## config.mk

```make
export PLATFORM = sky130hd
export DESIGN_NAME = dcache_wbuf_flat
export DESIGN_NICKNAME = d
export VERILOG_FILES = /design/src/rtl/dcache_wbuf_pkg.sv /design/src/rtl/dcache_wbuf_if.sv /design/src/rtl/dcache_wbuf_cam_fifo.sv /design/src/rtl/dcache_wbuf.sv /design/src/flat_wrapper.sv
export SDC_FILE = /design/constraint.sdc
export NUM_CORES = 1
export LEC_CHECK = 0
export BUFFER_PORTS_ARGS = -buffer_cell sky130_fd_sc_hd__buf_2
export CAP_MARGIN = 10
export CORE_AREA = 10 10 468 470
export DETAILED_ROUTE_END_ITERATION = 6
export DIE_AREA = 0 0 478 480
export PLACE_DENSITY = 0.53
export RECOVER_POWER = 50
export SLEW_MARGIN = 10
export SYNTH_ARGS = -nofsm -noshare
export SYNTH_HDL_FRONTEND = slang
export SYNTH_SLANG_ARGS = --single-unit
```

## constraint.sdc

```tcl
create_clock -name clk -period 12.5 [get_ports clk]
set_input_delay 1.875 -clock clk [delete_from_list [all_inputs] [get_ports clk]]
set_output_delay 1.875 -clock clk [all_outputs]
set_load 0.02 [all_outputs]
```

## src/rtl/dcache_wbuf_pkg.sv

```systemverilog
`default_nettype none
// ============================================================================
// Module      : dcache_wbuf_pkg
// Description : Shared widths, buffer entry record, fence state encoding and
//               line-address compare helper for the dcache posted write buffer.
// Contents    : C_ADDR_W/C_DATA_W/C_TYPE_W/C_STRB_W bus widths,
//               wbuf_entry_t, fence_state_e, line_eq()
// Revision    : 1.0 - initial release
// ============================================================================
package dcache_wbuf_pkg;

    localparam int unsigned C_ADDR_W = 32;
    localparam int unsigned C_DATA_W = 256;
    localparam int unsigned C_TYPE_W = 6;
    localparam int unsigned C_STRB_W = 16;

    // One buffered write; exactly what is replayed on the downstream port.
    typedef struct packed {
        logic [C_TYPE_W-1:0] wtype;
        logic [C_ADDR_W-1:0] addr;
        logic [C_DATA_W-1:0] data;
        logic [C_STRB_W-1:0] strb;
    } wbuf_entry_t;

    typedef enum logic [1:0] {
        FENCE_IDLE  = 2'd0,
        FENCE_DRAIN = 2'd1,
        FENCE_DONE  = 2'd2,
        FENCE_WAIT  = 2'd3
    } fence_state_e;

    // Two addresses fall in the same cache line when they agree above lsb.
    function automatic logic line_eq(input logic [C_ADDR_W-1:0] a,
                                     input logic [C_ADDR_W-1:0] b,
                                     input int unsigned         lsb);
        return (a >> lsb) == (b >> lsb);
    endfunction

endpackage
`default_nettype wire

```

## src/rtl/dcache_wbuf_if.sv

```systemverilog
`default_nettype none
// ============================================================================
// Module      : dcache_wbuf_if
// Description : Split read/write memory bus (read request, read response,
//               write request) used both between dcache and the write buffer
//               and between the write buffer and the interconnect.
// Modports    : master - issues r_req/w_req, receives rdy and read response
//               slave  - accepts requests, returns rdy and read response
// Revision    : 1.0 - initial release
// ============================================================================
interface dcache_wbuf_if;
    import dcache_wbuf_pkg::*;

    logic                r_req;
    logic [C_TYPE_W-1:0] r_type;
    logic [C_ADDR_W-1:0] r_addr;
    logic                r_rdy;
    logic [C_DATA_W-1:0] re_data;
    logic                re_valid;
    logic                w_req;
    logic [C_TYPE_W-1:0] w_type;
    logic [C_ADDR_W-1:0] w_addr;
    logic [C_DATA_W-1:0] w_data;
    logic [C_STRB_W-1:0] w_strb;
    logic                w_rdy;

    modport master (
        output r_req, r_type, r_addr,
        input  r_rdy, re_data, re_valid,
        output w_req, w_type, w_addr, w_data, w_strb,
        input  w_rdy
    );

    modport slave (
        input  r_req, r_type, r_addr,
        output r_rdy, re_data, re_valid,
        input  w_req, w_type, w_addr, w_data, w_strb,
        output w_rdy
    );

endinterface
`default_nettype wire

```

## src/rtl/dcache_wbuf_cam_fifo.sv

```systemverilog
`default_nettype none
// ============================================================================
// Module      : dcache_wbuf_cam_fifo
// Description : FIFO storage for posted writes with a per-entry line-address
//               compare against an incoming read address.
// Ports       : clk, rst_n          clock, async active-low reset
//               push_i, push_entry_i write to tail (caller guarantees !full)
//               pop_i                retire head (caller guarantees !empty)
//               cmp_addr_i           address checked against buffered lines
//               hit_o                cmp_addr_i matches a valid entry or the
//                                    entry being pushed this cycle
//               full_o, empty_o      occupancy flags
//               head_o               oldest entry
// Revision    : 1.0 - initial release
// ============================================================================
module dcache_wbuf_cam_fifo
    import dcache_wbuf_pkg::*;
#(
    parameter int unsigned DEPTH    = 4,
    parameter int unsigned LINE_LSB = 5
) (
    input  wire logic                clk,
    input  wire logic                rst_n,
    input  wire logic                push_i,
    input  wire wbuf_entry_t         push_entry_i,
    input  wire logic                pop_i,
    input  wire logic [C_ADDR_W-1:0] cmp_addr_i,
    output logic                     hit_o,
    output logic                     full_o,
    output logic                     empty_o,
    output wbuf_entry_t              head_o
);

    localparam int unsigned          C_PTR_W    = $clog2(DEPTH);
    localparam int unsigned          C_CNT_W    = C_PTR_W + 1;
    localparam logic [C_PTR_W-1:0]   C_PTR_ONE  = C_PTR_W'(1);
    localparam logic [C_CNT_W-1:0]   C_CNT_ONE  = C_CNT_W'(1);
    localparam logic [C_CNT_W-1:0]   C_FULL_CNT = C_CNT_W'(DEPTH);

    wbuf_entry_t          mem_q [DEPTH];
    logic [DEPTH-1:0]     valid_q, valid_d;
    logic [C_PTR_W-1:0]   head_q, head_d;
    logic [C_PTR_W-1:0]   tail_q, tail_d;
    logic [C_CNT_W-1:0]   count_q, count_d;
    logic                 w_push;
    logic                 w_pop;
    logic [DEPTH-1:0]     w_match;

    assign full_o  = (count_q == C_FULL_CNT);
    assign empty_o = (count_q == '0);
    assign w_push  = push_i && !full_o;
    assign w_pop   = pop_i && !empty_o;
    assign head_o  = mem_q[head_q];

    // Pointers wrap naturally at DEPTH because DEPTH is a power of two.
    always_comb begin
        head_d  = head_q;
        tail_d  = tail_q;
        count_d = count_q;
        valid_d = valid_q;
        if (w_pop) begin
            valid_d[head_q] = 1'b0;
            head_d          = head_q + C_PTR_ONE;
        end
        if (w_push) begin
            valid_d[tail_q] = 1'b1;
            tail_d          = tail_q + C_PTR_ONE;
        end
        if (w_push && !w_pop) begin
            count_d = count_q + C_CNT_ONE;
        end else if (w_pop && !w_push) begin
            count_d = count_q - C_CNT_ONE;
        end
    end

    always_ff @(posedge clk or negedge rst_n) begin
        if (!rst_n) begin
            head_q  <= '0;
            tail_q  <= '0;
            count_q <= '0;
            valid_q <= '0;
        end else begin
            head_q  <= head_d;
            tail_q  <= tail_d;
            count_q <= count_d;
            valid_q <= valid_d;
        end
    end

    // Payload needs no reset: valid_q/count_q gate every use of it.
    always_ff @(posedge clk) begin
        if (w_push) begin
            mem_q[tail_q] <= push_entry_i;
        end
    end

    for (genvar gi = 0; gi < DEPTH; gi++) begin : g_cmp
        assign w_match[gi] = valid_q[gi] && line_eq(mem_q[gi].addr, cmp_addr_i, LINE_LSB);
    end

    // The entry being written this cycle is not yet in mem_q, so compare it
    // directly; otherwise a read could overtake a write to the same line.
    assign hit_o = (|w_match) || (w_push && line_eq(push_entry_i.addr, cmp_addr_i, LINE_LSB));

endmodule
`default_nettype wire

```

## src/rtl/dcache_wbuf.sv

```systemverilog
`default_nettype none
// ============================================================================
// Module      : dcache_wbuf
// Description : Posted write buffer between the dcache write-back port and the
//               interconnect. Writes are queued and issued in FIFO order;
//               reads to a line that is still buffered are held back; a fence
//               request drains the buffer and answers with a one-cycle pulse.
// Ports       : clk, rst_n     clock, async active-low reset
//               s_bus          slave side, from dcache
//               m_bus          master side, to interconnect
//               fence_req_i    level request for a full drain
//               fence_ok_o     one-cycle pulse when the drain completes
// Revision    : 1.0 - initial release
// ============================================================================
module dcache_wbuf
    import dcache_wbuf_pkg::*;
#(
    parameter int unsigned DEPTH    = 4,
    parameter int unsigned LINE_LSB = 5
) (
    input  wire logic     clk,
    input  wire logic     rst_n,
    dcache_wbuf_if.slave  s_bus,
    dcache_wbuf_if.master m_bus,
    input  wire logic     fence_req_i,
    output logic          fence_ok_o
);

    fence_state_e state_q, state_d;
    wbuf_entry_t  w_push_entry;
    wbuf_entry_t  w_head;
    logic         w_full;
    logic         w_empty;
    logic         w_hit;
    logic         w_w_rdy;
    logic         w_push;
    logic         w_pop;
    logic         w_conflict;

    // Write accept looks only at registered state (no same-cycle pop credit).
    assign w_w_rdy = !w_full && (state_q != FENCE_DRAIN);
    assign w_push  = s_bus.w_req && w_w_rdy;
    assign w_pop   = !w_empty && m_bus.w_rdy;

    assign w_push_entry.wtype = s_bus.w_type;
    assign w_push_entry.addr  = s_bus.w_addr;
    assign w_push_entry.data  = s_bus.w_data;
    assign w_push_entry.strb  = s_bus.w_strb;

    dcache_wbuf_cam_fifo #(
        .DEPTH    (DEPTH),
        .LINE_LSB (LINE_LSB)
    ) u_fifo (
        .clk          (clk),
        .rst_n        (rst_n),
        .push_i       (w_push),
        .push_entry_i (w_push_entry),
        .pop_i        (w_pop),
        .cmp_addr_i   (s_bus.r_addr),
        .hit_o        (w_hit),
        .full_o       (w_full),
        .empty_o      (w_empty),
        .head_o       (w_head)
    );

    assign s_bus.w_rdy  = w_w_rdy;

    assign m_bus.w_req  = !w_empty;
    assign m_bus.w_type = w_head.wtype;
    assign m_bus.w_addr = w_head.addr;
    assign m_bus.w_data = w_head.data;
    assign m_bus.w_strb = w_head.strb;

    // Reads pass straight through unless they target a buffered line.
    assign w_conflict   = s_bus.r_req && w_hit;
    assign m_bus.r_req  = s_bus.r_req && !w_hit;
    assign m_bus.r_type = s_bus.r_type;
    assign m_bus.r_addr = s_bus.r_addr;
    assign s_bus.r_rdy  = m_bus.r_rdy && !w_conflict;

    assign s_bus.re_data  = m_bus.re_data;
    assign s_bus.re_valid = m_bus.re_valid;

    always_ff @(posedge clk or negedge rst_n) begin
        if (!rst_n) begin
            state_q <= FENCE_IDLE;
        end else begin
            state_q <= state_d;
        end
    end

    // WAIT holds off a new drain until the requester drops fence_req_i,
    // so a held level produces only one fence_ok_o pulse.
    always_comb begin
        state_d    = state_q;
        fence_ok_o = 1'b0;
        case (state_q)
            FENCE_IDLE:  if (fence_req_i) state_d = FENCE_DRAIN;
            FENCE_DRAIN: if (w_empty)     state_d = FENCE_DONE;
            FENCE_DONE: begin
                fence_ok_o = 1'b1;
                state_d    = FENCE_WAIT;
            end
            FENCE_WAIT:  if (!fence_req_i) state_d = FENCE_IDLE;
            default:     state_d = FENCE_IDLE;
        endcase
    end

endmodule
`default_nettype wire
```

## src/flat_wrapper.sv

```systemverilog
// flat-port wrapper written by rule: the top's interface ports become plain ports
module dcache_wbuf_flat import dcache_wbuf_pkg::*;
#(
    parameter int unsigned DEPTH    = 4,
    parameter int unsigned LINE_LSB = 5
)
  (clk, rst_n, fence_req_i, fence_ok_o, s_bus_r_req, s_bus_r_type, s_bus_r_addr, s_bus_r_rdy, s_bus_re_data, s_bus_re_valid, s_bus_w_req, s_bus_w_type, s_bus_w_addr, s_bus_w_data, s_bus_w_strb, s_bus_w_rdy, m_bus_r_req, m_bus_r_type, m_bus_r_addr, m_bus_r_rdy, m_bus_re_data, m_bus_re_valid, m_bus_w_req, m_bus_w_type, m_bus_w_addr, m_bus_w_data, m_bus_w_strb, m_bus_w_rdy);
  dcache_wbuf_if s_bus_i ();
  dcache_wbuf_if m_bus_i ();
  input  wire logic clk;
  input  wire logic rst_n;
  input  wire logic fence_req_i;
  output logic fence_ok_o;
  input wire logic [$bits(s_bus_i.r_req)-1:0] s_bus_r_req;
  input wire logic [$bits(s_bus_i.r_type)-1:0] s_bus_r_type;
  input wire logic [$bits(s_bus_i.r_addr)-1:0] s_bus_r_addr;
  output wire logic [$bits(s_bus_i.r_rdy)-1:0] s_bus_r_rdy;
  output wire logic [$bits(s_bus_i.re_data)-1:0] s_bus_re_data;
  output wire logic [$bits(s_bus_i.re_valid)-1:0] s_bus_re_valid;
  input wire logic [$bits(s_bus_i.w_req)-1:0] s_bus_w_req;
  input wire logic [$bits(s_bus_i.w_type)-1:0] s_bus_w_type;
  input wire logic [$bits(s_bus_i.w_addr)-1:0] s_bus_w_addr;
  input wire logic [$bits(s_bus_i.w_data)-1:0] s_bus_w_data;
  input wire logic [$bits(s_bus_i.w_strb)-1:0] s_bus_w_strb;
  output wire logic [$bits(s_bus_i.w_rdy)-1:0] s_bus_w_rdy;
  output wire logic [$bits(m_bus_i.r_req)-1:0] m_bus_r_req;
  output wire logic [$bits(m_bus_i.r_type)-1:0] m_bus_r_type;
  output wire logic [$bits(m_bus_i.r_addr)-1:0] m_bus_r_addr;
  input wire logic [$bits(m_bus_i.r_rdy)-1:0] m_bus_r_rdy;
  input wire logic [$bits(m_bus_i.re_data)-1:0] m_bus_re_data;
  input wire logic [$bits(m_bus_i.re_valid)-1:0] m_bus_re_valid;
  output wire logic [$bits(m_bus_i.w_req)-1:0] m_bus_w_req;
  output wire logic [$bits(m_bus_i.w_type)-1:0] m_bus_w_type;
  output wire logic [$bits(m_bus_i.w_addr)-1:0] m_bus_w_addr;
  output wire logic [$bits(m_bus_i.w_data)-1:0] m_bus_w_data;
  output wire logic [$bits(m_bus_i.w_strb)-1:0] m_bus_w_strb;
  input wire logic [$bits(m_bus_i.w_rdy)-1:0] m_bus_w_rdy;
  assign s_bus_i.r_req = s_bus_r_req;
  assign s_bus_i.r_type = s_bus_r_type;
  assign s_bus_i.r_addr = s_bus_r_addr;
  assign s_bus_r_rdy = s_bus_i.r_rdy;
  assign s_bus_re_data = s_bus_i.re_data;
  assign s_bus_re_valid = s_bus_i.re_valid;
  assign s_bus_i.w_req = s_bus_w_req;
  assign s_bus_i.w_type = s_bus_w_type;
  assign s_bus_i.w_addr = s_bus_w_addr;
  assign s_bus_i.w_data = s_bus_w_data;
  assign s_bus_i.w_strb = s_bus_w_strb;
  assign s_bus_w_rdy = s_bus_i.w_rdy;
  assign m_bus_r_req = m_bus_i.r_req;
  assign m_bus_r_type = m_bus_i.r_type;
  assign m_bus_r_addr = m_bus_i.r_addr;
  assign m_bus_i.r_rdy = m_bus_r_rdy;
  assign m_bus_i.re_data = m_bus_re_data;
  assign m_bus_i.re_valid = m_bus_re_valid;
  assign m_bus_w_req = m_bus_i.w_req;
  assign m_bus_w_type = m_bus_i.w_type;
  assign m_bus_w_addr = m_bus_i.w_addr;
  assign m_bus_w_data = m_bus_i.w_data;
  assign m_bus_w_strb = m_bus_i.w_strb;
  assign m_bus_i.w_rdy = m_bus_w_rdy;
  dcache_wbuf #(.DEPTH(DEPTH), .LINE_LSB(LINE_LSB)) u_core (.clk(clk), .rst_n(rst_n), .s_bus(s_bus_i), .m_bus(m_bus_i), .fence_req_i(fence_req_i), .fence_ok_o(fence_ok_o));
endmodule
```

==> key figures, run 1 <==
STA
  – Achievable frequency: roughly 120 MHz
  – Minimum clock period: around 8400 ps
  – Max Slew Vio Count: approximately 350
  – Setup tns final: 0 ps
  – Final period util: between 60 and 70%
  – Final Skew: roughly 32 ps
  – Unrepaired setup endpoints after global routing: false
  – Worst Tran Pin Value: about 5000 ps
  – Final hold viol count: 0
  – Relative slew slack: -231%
  – Setup slack after layout: a little over 4000 ps
  – Final setup fails: 0

Run status
  – Violated checks: max-capacitance violations, max-slew violations
  – Status: finished with violations

Floorplan
  – Die ar.: between 0.2 and 0.25 sq mm
  – Chip Width: approximately 480 um
  – Site Rows: between 150 and 200
  – I/O pins: around 1,200
  – Die H: between 400 and 500 um
  – Starting Density: between 20% and 30%
  – CORE AREA: 0.209 sq mm

Route
  – Routed WL per cell: about 30 um
  – DRC violations left: 0
  – DRT Wirelength: between 150 and 200 mm
  – Drt first pass iters: 5
  – Iter 0 DRT Violations: roughly 1,500
  – Vias per cell: between 4 and 5
  – Via Count: 23,067
  – Final ANT Viol Nets: 0

Synthesis
  – Cell Area, Synth: between 0.04 and 0.05 sq mm
  – Most used DFF post-synth: edfxtp_1
  – Synthesized flop and latch total: 1,253
  – Syn Inst Count: ~2,200
  – Synth cell count leaders: 1,240 x edfxtp_1, 310 x mux4_2, 305 x buf_4
  – Post-synth ARST share: 1.04%
  – Top cell type by total area after synthesis: edfxtp_1
  – Synth cell types: 36
  – Top cells by area, synth: edfxtp_1 76%, mux4_2 14%, buf_4 4.6%
  – Post-synthesis sequential area ratio: between 70% and 80%
  – Number of enable flip-flop cells after synthesis: roughly 1,200
  – Syn Area/Cell: approximately 22 sq um
  – Syn_nets: about 2,800
  – Post-synth top area share: between 70% and 80%
  – Most frequent cell after synthesis: edfxtp_1
  – Yosys warns: 0

Place
  – Placer congestion estimate: roughly 0.83
  – Place WS: 6900 ps
  – DP Wirelength: approximately 130 mm
  – Buffers on Ports: between 600 and 700

Setup path
  – Critical Path Fanout Max: 120
  – Crit. End Element: output port
  – Worst reg-to-reg setup slack: 5270 ps
  – R2R Path Start: u_core.state_q[1]
  – Critical path startpoint: u_core.u_fifo.head_q[1]
  – CP Data Arrival Time: roughly 6500 ps
  – Worst Setup Start Kind: flip-flop
  – CP required: 10,620 ps
  – Crit path largest cell delay: about 2600 ps
  – CP Capture Point: m_bus_w_data[97]
  – Critical path class: flip-flop to output port
  – FF-to-FF path depth: 7
  – Critical-path top delay cell: clkbuf_1
  – Critical Path, Cell by Cell: clkbuf_1, buf_12, mux4_2, buf_2
  – R2R Path End: u_core.u_fifo.mem_q[0][6]

Final layout
  – P&R area growth vs syn: 17.3%
  – Register Area: roughly 0.038 sq mm
  – Multi-input gate area: 0.00894 sq mm
  – Layout fillers: about 21,000
  – Final #Nets: approximately 3,300
  – Share of cells above drive strength 1: 32.7%

Global route
  – Initial antenna violation count: between 60 and 70
  – Vias in the first global route: approximately 25,000
  – Total GRT Usage: approximately 14%
  – First-pass GRT wire length: about 220 mm
  – Grt total ovfl: 0
  – Largest net degree at the start of global routing: between 100 and 150

Pwr
  – Pwr dens: around 250 mW/mm^2
  – Maximum VDD drop: approximately 0.20 mV
  – Pleak: about 18 nW

Clocking
  – Post-CTS Setup Bufs: 0
  – Post_cts resized: 0
  – Later-pin clock latency in the skew report: 790 ps
  – Clock sinks: 1,253
  – Hold-fix buffers at CTS: 0
  – Number of buffers created by CTS: between 100 and 150
  – Longest Clk Path Bufs: 3
  – CTS clk-pin slew, worst paths: roughly 60 ps
  – H-Tree Depth: 4
  – Clock root buffer: clkbuf_16
  – CTS tree: done

Run
  – MaxCap Viol Count: 9

Worst hold path
  – Worst Hold Class: flip-flop to flip-flop
-- through the flow --
step	power [W]	std cells	util, %	area [sq um]	hold WS, ps
2_1_floorplan	0.00897	2200	-	49300	449
3_3_place_gp	0.0105	5320	25.7	53800	465
3_5_place_dp	0.0105	5320	25.7	53800	470
4_1_cts	0.0145	5567	27.8	58200	481
5_1_grt	0.0149	5580	27.6	57800	508
6_report	0.0143	5589	27.7	57800	475
-- flip-flops by register name (all words and copies together), names as in the netlist --
signal,count
u_core.u_fifo.mem_q,1240
u_core.u_fifo.valid_q,4
u_core.u_fifo.count_q,3
u_core.state_q,2
u_core.u_fifo.head_q,2
u_core.u_fifo.tail_q,2
-- cells in the final DEF (no fill, tap or decap), drive strengths merged --
cell type,synthesis,final
and2,5,5
nand2b,2,2
clkinv,0,56
bufinv,0,8
nand2,7,7
inv,10,15
xnor2,75,75
o32a,1,1
fa,1,1
nand4,21,21
nor3b,1,1
ha,13,13
xor2,65,65
nor3,1,1
mux4,310,310
diode,0,22
a21o,4,4
or4,4,4
nor4b,1,1
nor2,4,4
dfrtp,13,13
buf,379,390
o21ai,3,3
clkinvlp,0,3
nor4,16,16
a22o,1,1
clkbuf,14,493
mux2,1,1
edfxtp,1240,1240
nand3,3,3
or3,1,1
o41ai,1,1
o22ai,2,2
a21oi,1,1
-- per-layer routing --
| metal | wire length [um] | vias to the layer above | global-route usage [%] | share of wire (%) |
|---|---|---|---|---|
| met3 | 21500 | 369 | 8.09 | 13 |
| met2 | 87000 | 1105 | 24.6 | 51 |
| met4 | 9800 | 52 | 7.82 | 5.8 |
| met1 | 51100 | 11942 | 12.9 | 30 |
| met5 | 475 | - | 0.518 | 0.28 |
| li1 | - | 9599 | - | - |
-- critical path, delay by kind of cell, from the launching register on --
family                 cells  cell delay, ps
buffers and inverters      3            3180
flip-flops                 1            1540
multiplexers               1             490
-- power by group --
| part | total (W) | switching, W | internal (W) |
|---|---|---|---|
| Combinational | 0.00462 | 0.00295 | 0.00166 |
| Clock | 0.00394 | 0.00167 | 0.00227 |
| Sequential | 0.00571 | 0.000232 | 0.00547 |
| Total | 0.0143 | 0.00485 | 0.00941 |
-- logic make-up after synthesis --
group	count (synthesis)	synth area share [%]
compound gates	13	0.208
flops	1253	76.2
buf+inv	403	5.67
simple gates	66	0.827
fa+ha+maj	14	0.371
mux	311	14.2
xor+xnor	140	2.55
-- cell type report --
type                            count  area share [%]
Sequential cell                  1253            64.9
Tap cell                         2805            6.07
Multi-Input combinational cell    544            15.5
Antenna cell                       22          0.0952
Clock buffer                      175            6.39
Timing Repair Buffer              708            5.76
Inverter                           10          0.0649
Clock inverter                     72            1.21
-- worst min path at each step --
stage	start	endpoint	slack (ps)	depth (start not counted)
6_report	u_core.u_fifo.count_q[2]	u_core.u_fifo.count_q[2]	480	1
3_3_place_gp	u_core.u_fifo.count_q[2]	u_core.u_fifo.count_q[2]	460	1
5_1_grt	u_core.u_fifo.count_q[2]	u_core.u_fifo.count_q[2]	510	1
3_5_place_dp	u_core.u_fifo.count_q[2]	u_core.u_fifo.count_q[2]	470	1
4_1_cts	u_core.u_fifo.count_q[2]	u_core.u_fifo.count_q[2]	480	1
2_1_floorplan	u_core.u_fifo.count_q[2]	u_core.u_fifo.count_q[2]	450	1
(Power assumes the default switching activity.)
==> inputs of run 2 (changes only) <==
--- a/config.mk
+++ b/config.mk
@@ -10,7 +10,7 @@
 export CORE_AREA = 10 10 468 470
 export DETAILED_ROUTE_END_ITERATION = 6
 export DIE_AREA = 0 0 478 480
-export PLACE_DENSITY = 0.53
+export PLACE_DENSITY = 0.54
 export RECOVER_POWER = 50
 export SLEW_MARGIN = 10
 export SYNTH_ARGS = -nofsm -noshare
==> constraint.sdc (replaced) <==
create_clock -name clk -period 6.8 [get_ports clk]
set_input_delay 1.02 -clock clk [delete_from_list [all_inputs] [get_ports clk]]
set_output_delay 1.02 -clock clk [all_outputs]
set_load 0.02 [all_outputs]
==> key figures, run 2 (synthesis results as in run 1) <==
Setup path
  – Critical Path Fanout Max: 45 (-63%)
  – Critical path class: flip-flop to flip-flop
  – Worst Setup Start Kind: flip-flop
  – CP Data Arrival Time: 4990 ps (-1550 ps)
  – FF-to-FF path depth: 6 (-1)
  – Crit. End Element: flip-flop
  – CP required: 7200 ps (-3420 ps)

Global route
  – Initial antenna violation count: 52 (-16%)
  – Largest net degree at the start of global routing: 126 (unchanged)
  – Grt total ovfl: 0 (unchanged)
  – Total GRT Usage: 14.0% (-0.11 points)
  – Vias in the first global route: 24,425 (-0.77%)
  – First-pass GRT wire length: 224 mm (-0.29%)

Place
  – Placer congestion estimate: 0.840 (+1.0%)
  – Placement Cell Area: 0.0540 sq mm (+0.30%)
  – Buffers on Ports: 685 (unchanged)
  – DP Wirelength: 125 mm (-0.65%)

STA
  – Worst Tran Pin Value: 2490 ps (-2470 ps)
  – Final Skew: 39.3 ps (+7.76 ps)
  – Max Slew Vio Count: 22 (-94%)
  – Final hold viol count: 0 (unchanged)
  – Unrepaired setup endpoints after global routing: false
  – Setup tns final: 0 ps (unchanged)
  – Final setup fails: 0 (unchanged)
  – Relative slew slack: -65.9% (+160 points)
  – Achievable frequency: between 200 and 250 MHz
  – Final period util: between 60 and 70%
  – Minimum clock period: 4590 ps

Clocking
  – H-Tree Depth: 4 (unchanged)
  – Later-pin clock latency in the skew report: 780 ps (about the same)
  – Post_cts resized: 0 (unchanged)
  – Number of buffers created by CTS: 140 (+1.4%)
  – Post-CTS Setup Bufs: 0 (unchanged)
  – CTS tree: done
  – Clock root buffer: clkbuf_16
  – Clock sinks: 1,253 (unchanged)
  – CTS clk-pin slew, worst paths: 60 ps (about the same)
  – Hold-fix buffers at CTS: 0 (unchanged)
  – Longest Clk Path Bufs: 3 (unchanged)

Final layout
  – Commonest non-fill, non-tap cell in the layout: edfxtp_1
  – Share of cells above drive strength 1: 32.8% (+0.15 points)
  – Most frequent cells in the layout: 1,240 x edfxtp_1, 364 x clkbuf_1, 352 x buf_2
  – Max reg flops: 1,240 (unchanged)
  – Largest register by flop count: u_core.u_fifo.mem_q
  – P&R area growth vs syn: 17.7%
  – Final instance area: 0.0580 sq mm (+0.31%)
  – Top Registers: u_core.u_fifo.mem_q: 1240 flops, u_core.u_fifo.valid_q: 4 flops, u_core.u_fifo.count_q: 3 flops
  – Layout fillers: 20,865 (+0.38%)
  – Final #Nets: 3,301 (+0.61%)

Floorplan
  – Starting Density: 23.6% (unchanged)
  – CORE AREA: 0.209 sq mm (unchanged)
  – Site Rows: 168 (unchanged)
  – Chip Width: 478 um (unchanged)
  – I/O pins: 1,222 (unchanged)
  – Die ar.: 0.229 sq mm (unchanged)
  – Die H: 480 um (unchanged)

Pwr
  – Maximum VDD drop: 0.296 mV (+47%)
  – Pwr dens: 450 mW/mm^2 (+83%)
  – Pleak: 18.3 nW (+0.42%)

Worst hold path
  – Worst Hold Class: input port to async pin

Route
  – Iter 0 DRT Violations: 1,682 (+9.1%)
  – Via Count: 23,223 (+0.68%)
  – Vias per cell: 4.14 (+0.34%)
  – Drt first pass iters: 5 (unchanged)
  – DRT Wirelength: 169 mm (-0.79%)
  – DRC violations left: 0 (unchanged)
  – Final ANT Viol Nets: 0 (unchanged)
  – Routed WL per cell: 30.1 um (-1.1%)

Run
  – MaxCap Viol Count: 1 (-8)

Run status
  – Status: finished with violations
  – Violated checks: max-capacitance violations, max-slew violations
-- run 2: layer usage --
metal  vias to the layer above  track usage [%]  share of wire (%)
li1                       9638                -                  -
met1                     12064             13.4                 31
met2                      1148             24.2                 51
met3                       333             7.89                 13
met4                        40             6.78                5.2
met5                         -            0.911               0.31
-- run 2: layout make-up --
class,instances,area [sq um],area share (%)
flip-flops and latches,1253,37600,64.8
well taps,2805,3510,6.05
repair buffers,726,3480,6.00
inverters,10,37.5,0.0647
diodes,14,35.0,0.0604
clock buffers,174,3690,6.37
multi-input cells,544,8950,15.4
clock inverters,82,742,1.28
-- run 2: through the flow --
| stage | worst slack, ps | std cells | hold WS [ps] | total power, W | util, % |
|---|---|---|---|---|---|
| final | 2210 | 5608 | 348 | 0.0261 | 27.7 |
| after global routing | 1820 | 5600 | 358 | 0.0273 | 27.7 |
| after CTS | 2180 | 5594 | 69.5 | 0.0267 | 27.9 |
| after detailed placement | 2720 | 5338 | 478 | 0.0193 | 25.8 |
| after global placement | 2740 | 5338 | 464 | 0.0193 | 25.8 |
| after floorplan | 1100 | 2200 | 449 | 0.0162 | - |
-- run 2: worst paths after layout --
kind                                                from                    endpoint  slack, ps
worst max-delay path                   u_core.state_q[1]  u_core.u_fifo.mem_q[1][20]       2210
worst min-delay path                               rst_n           u_core.state_q[1]        350
worst max register to register         u_core.state_q[1]  u_core.u_fifo.mem_q[1][20]       2210
worst min register to register  u_core.u_fifo.count_q[2]    u_core.u_fifo.count_q[2]        480
max in group asynchronous                          rst_n     u_core.u_fifo.head_q[0]       5750
min in group clk                u_core.u_fifo.count_q[2]    u_core.u_fifo.count_q[2]        480
-- run 2: worst max-delay path: stages (launching register included) --
cell,delay (ps)
dfrtp_1,380
inv_1,90
ha_1,250
nand2b_1,240
nor2_1,440
and2_0,1880
buf_4,820
-- run 2: power breakdown --
group | switching, W | internal, W
Clock | 0.00315 | 0.00410
Combinational | 0.00534 | 0.00306
Sequential | 0.000452 | 0.0100
==> inputs of run 3 (changes only) <==
==> constraint.sdc (replaced) <==
create_clock -name clk -period 4.19 [get_ports clk]
set_input_delay 0.6285 -clock clk [delete_from_list [all_inputs] [get_ports clk]]
set_output_delay 0.6285 -clock clk [all_outputs]
set_load 0.02 [all_outputs]
==> key figures, run 3 (synthesis results as in run 1) <==
Setup path
  – CP Data Arrival Time: 3410 ps (-1580 ps)
  – CP required: 3560 ps (-3640 ps)
  – Worst Setup Start Kind: flip-flop
  – Critical path class: flip-flop to output port
  – Crit. End Element: output port
  – Critical Path Fanout Max: 4 (-91%)
  – FF-to-FF path depth: 7 (+1)

Pwr
  – Maximum VDD drop: 0.440 mV (+49%)
  – Pwr dens: 729 mW/mm^2 (+62%)
  – Design Power: 0.0429 W (+64%)
  – Pleak: 18.7 nW (+1.9%)

STA
  – Max Slew Vio Count: 12 (-45%)
  – Final Skew: 50.1 ps (+10.8 ps)
  – Final setup fails: 0 (unchanged)
  – Minimum clock period: ~4000 ps
  – Worst Tran Pin Value: 1530 ps (-959 ps)
  – Final hold viol count: 0 (unchanged)
  – Achievable frequency: 248 MHz
  – Final period util: between 90% and 100%
  – Setup tns final: 0 ps (unchanged)
  – Relative slew slack: -2.03% (+64 points)
  – Unrepaired setup endpoints after global routing: false

Global route
  – Total GRT Usage: 14.2% (+0.16 points)
  – Largest net degree at the start of global routing: 92 (-27%)
  – First-pass GRT wire length: 228 mm (+1.7%)
  – Initial antenna violation count: 43 (-17%)
  – Grt total ovfl: 0 (unchanged)
  – Vias in the first global route: 25,278 (+3.5%)

Worst hold path
  – Worst Hold Class: input port to flip-flop
  – Min-Delay Path Depth: 1

Run
  – MaxCap Viol Count: 1 (unchanged)

Place
  – DP Wirelength: 130 mm (+3.6%)
  – Placer congestion estimate: 0.825 (-1.9%)
  – Placed cell count: 5,370 (+0.60%)
  – Buffers on Ports: 685 (unchanged)
  – Placement Cell Area: 0.0544 sq mm (+0.89%)

Clocking
  – CTS tree: done
  – Later-pin clock latency in the skew report: 800 ps (+20 ps)
  – Hold-fix buffers at CTS: 38 (+38)
  – Longest Clk Path Bufs: 3 (unchanged)
  – Clock sinks: 1,253 (unchanged)
  – Number of buffers created by CTS: 138 (-1.4%)
  – CTS clk-pin slew, worst paths: 60 ps (about the same)
  – Post_cts resized: 0 (unchanged)
  – H-Tree Depth: 4 (unchanged)
  – Post-CTS Setup Bufs: 0 (unchanged)
  – Clock root buffer: clkbuf_16

Route
  – DRC violations left: 0 (unchanged)
  – Iter 0 DRT Violations: 1,676 (-0.36%)
  – DRT Wirelength: 170 mm (+0.95%)
  – Via Count: 23,730 (+2.2%)
  – Routed WL per cell: 30.0 um (about the same)
  – Drt first pass iters: 5 (unchanged)
  – Vias per cell: 4.19 (+1.1%)
  – Final ANT Viol Nets: 0 (unchanged)

Final layout
  – Share of cells above drive strength 1: 32.6% (-0.29 points)
  – Most frequent cells in the layout: 1,240 x edfxtp_1, 377 x clkbuf_1, 347 x buf_2
  – P&R area growth vs syn: 19.4%
  – Final #Nets: 3,369 (+2.1%)
  – Largest register by flop count: u_core.u_fifo.mem_q
  – Top Registers: u_core.u_fifo.mem_q: 1240 flops, u_core.u_fifo.valid_q: 4 flops, u_core.u_fifo.count_q: 3 flops
  – Final instance area: 0.0588 sq mm (+1.4%)
  – Finished Layout Cells: 5,667 (+1.1%)
  – Max reg flops: 1,240 (unchanged)
  – Commonest non-fill, non-tap cell in the layout: edfxtp_1
  – Final core utilization: 28.1% (+0.40 points)

Floorplan
  – Die H: 480 um (unchanged)
  – Die ar.: 0.229 sq mm (unchanged)
  – I/O pins: 1,222 (unchanged)
  – Site Rows: 168 (unchanged)
  – Chip Width: 478 um (unchanged)
  – Starting Density: 23.6% (unchanged)
  – CORE AREA: 0.209 sq mm (unchanged)

Run status
  – Violated checks: max-capacitance violations, max-slew violations
  – Status: finished with violations
run 3: final cells by class:
cell class                      count  area [sq um]
Antenna cell                        8          20.0
Clock buffer                      179          3630
Clock inverter                     72           802
Fill cell                       20747        150000
Inverter                           10          37.5
Multi-Input combinational cell    544          8950
Sequential cell                  1253         37600
Tap cell                         2805          3510
Timing Repair Buffer              796          4330
run 3: report_power, final:
group / internal (W) / switching, W
Clock: 0.00661 / 0.00511
Combinational: 0.00529 / 0.00896
Sequential: 0.0162 / 0.000664
run 3: metrics by stage:
| step | hold slack, ps | setup WS [ps] |
|---|---|---|
| 6_report | 116 | 150 |
| 2_1_floorplan | 333 | -1190 |
| 3_3_place_gp | 483 | 908 |
| 4_1_cts | 0.120 | 129 |
| 3_5_place_dp | 494 | 998 |
| 5_1_grt | 79.5 | 14.3 |
run 3: metal layers:
layer	track usage (%)	wire length [um]	vias up	share of wire (%)
met5	0.911	580	-	0.34
met4	6.83	8760	48	5.1
met3	7.54	20400	330	12
met2	24.6	86400	1150	51
met1	13.8	54100	12433	32
li1	-	-	9769	-
run 3: final timing paths:
| kind | startpoint | endpoint | slack (ps) |
|---|---|---|---|
| worst max-delay path | u_core.u_fifo.count_q[0] | s_bus_r_rdy | 150 |
| worst min-delay path | s_bus_w_data[94] | u_core.u_fifo.mem_q[3][110] | 120 |
| min in group asynchronous | rst_n | u_core.u_fifo.valid_q[0] | 530 |
| worst max register to register | u_core.state_q[1] | u_core.u_fifo.mem_q[3][113] | 490 |
| max in group asynchronous | rst_n | u_core.u_fifo.head_q[0] | 3020 |
| worst min register to register | u_core.u_fifo.count_q[2] | u_core.u_fifo.count_q[2] | 500 |
run 3: critical path, cell delays in order (launching register included):
cell and delay, ps:
dfrtp_1 430, nor3b_1 490, nor4_1 190, buf_4 190, nand4_1 110, o22ai_2 110
o41ai_1 810, buf_2 310
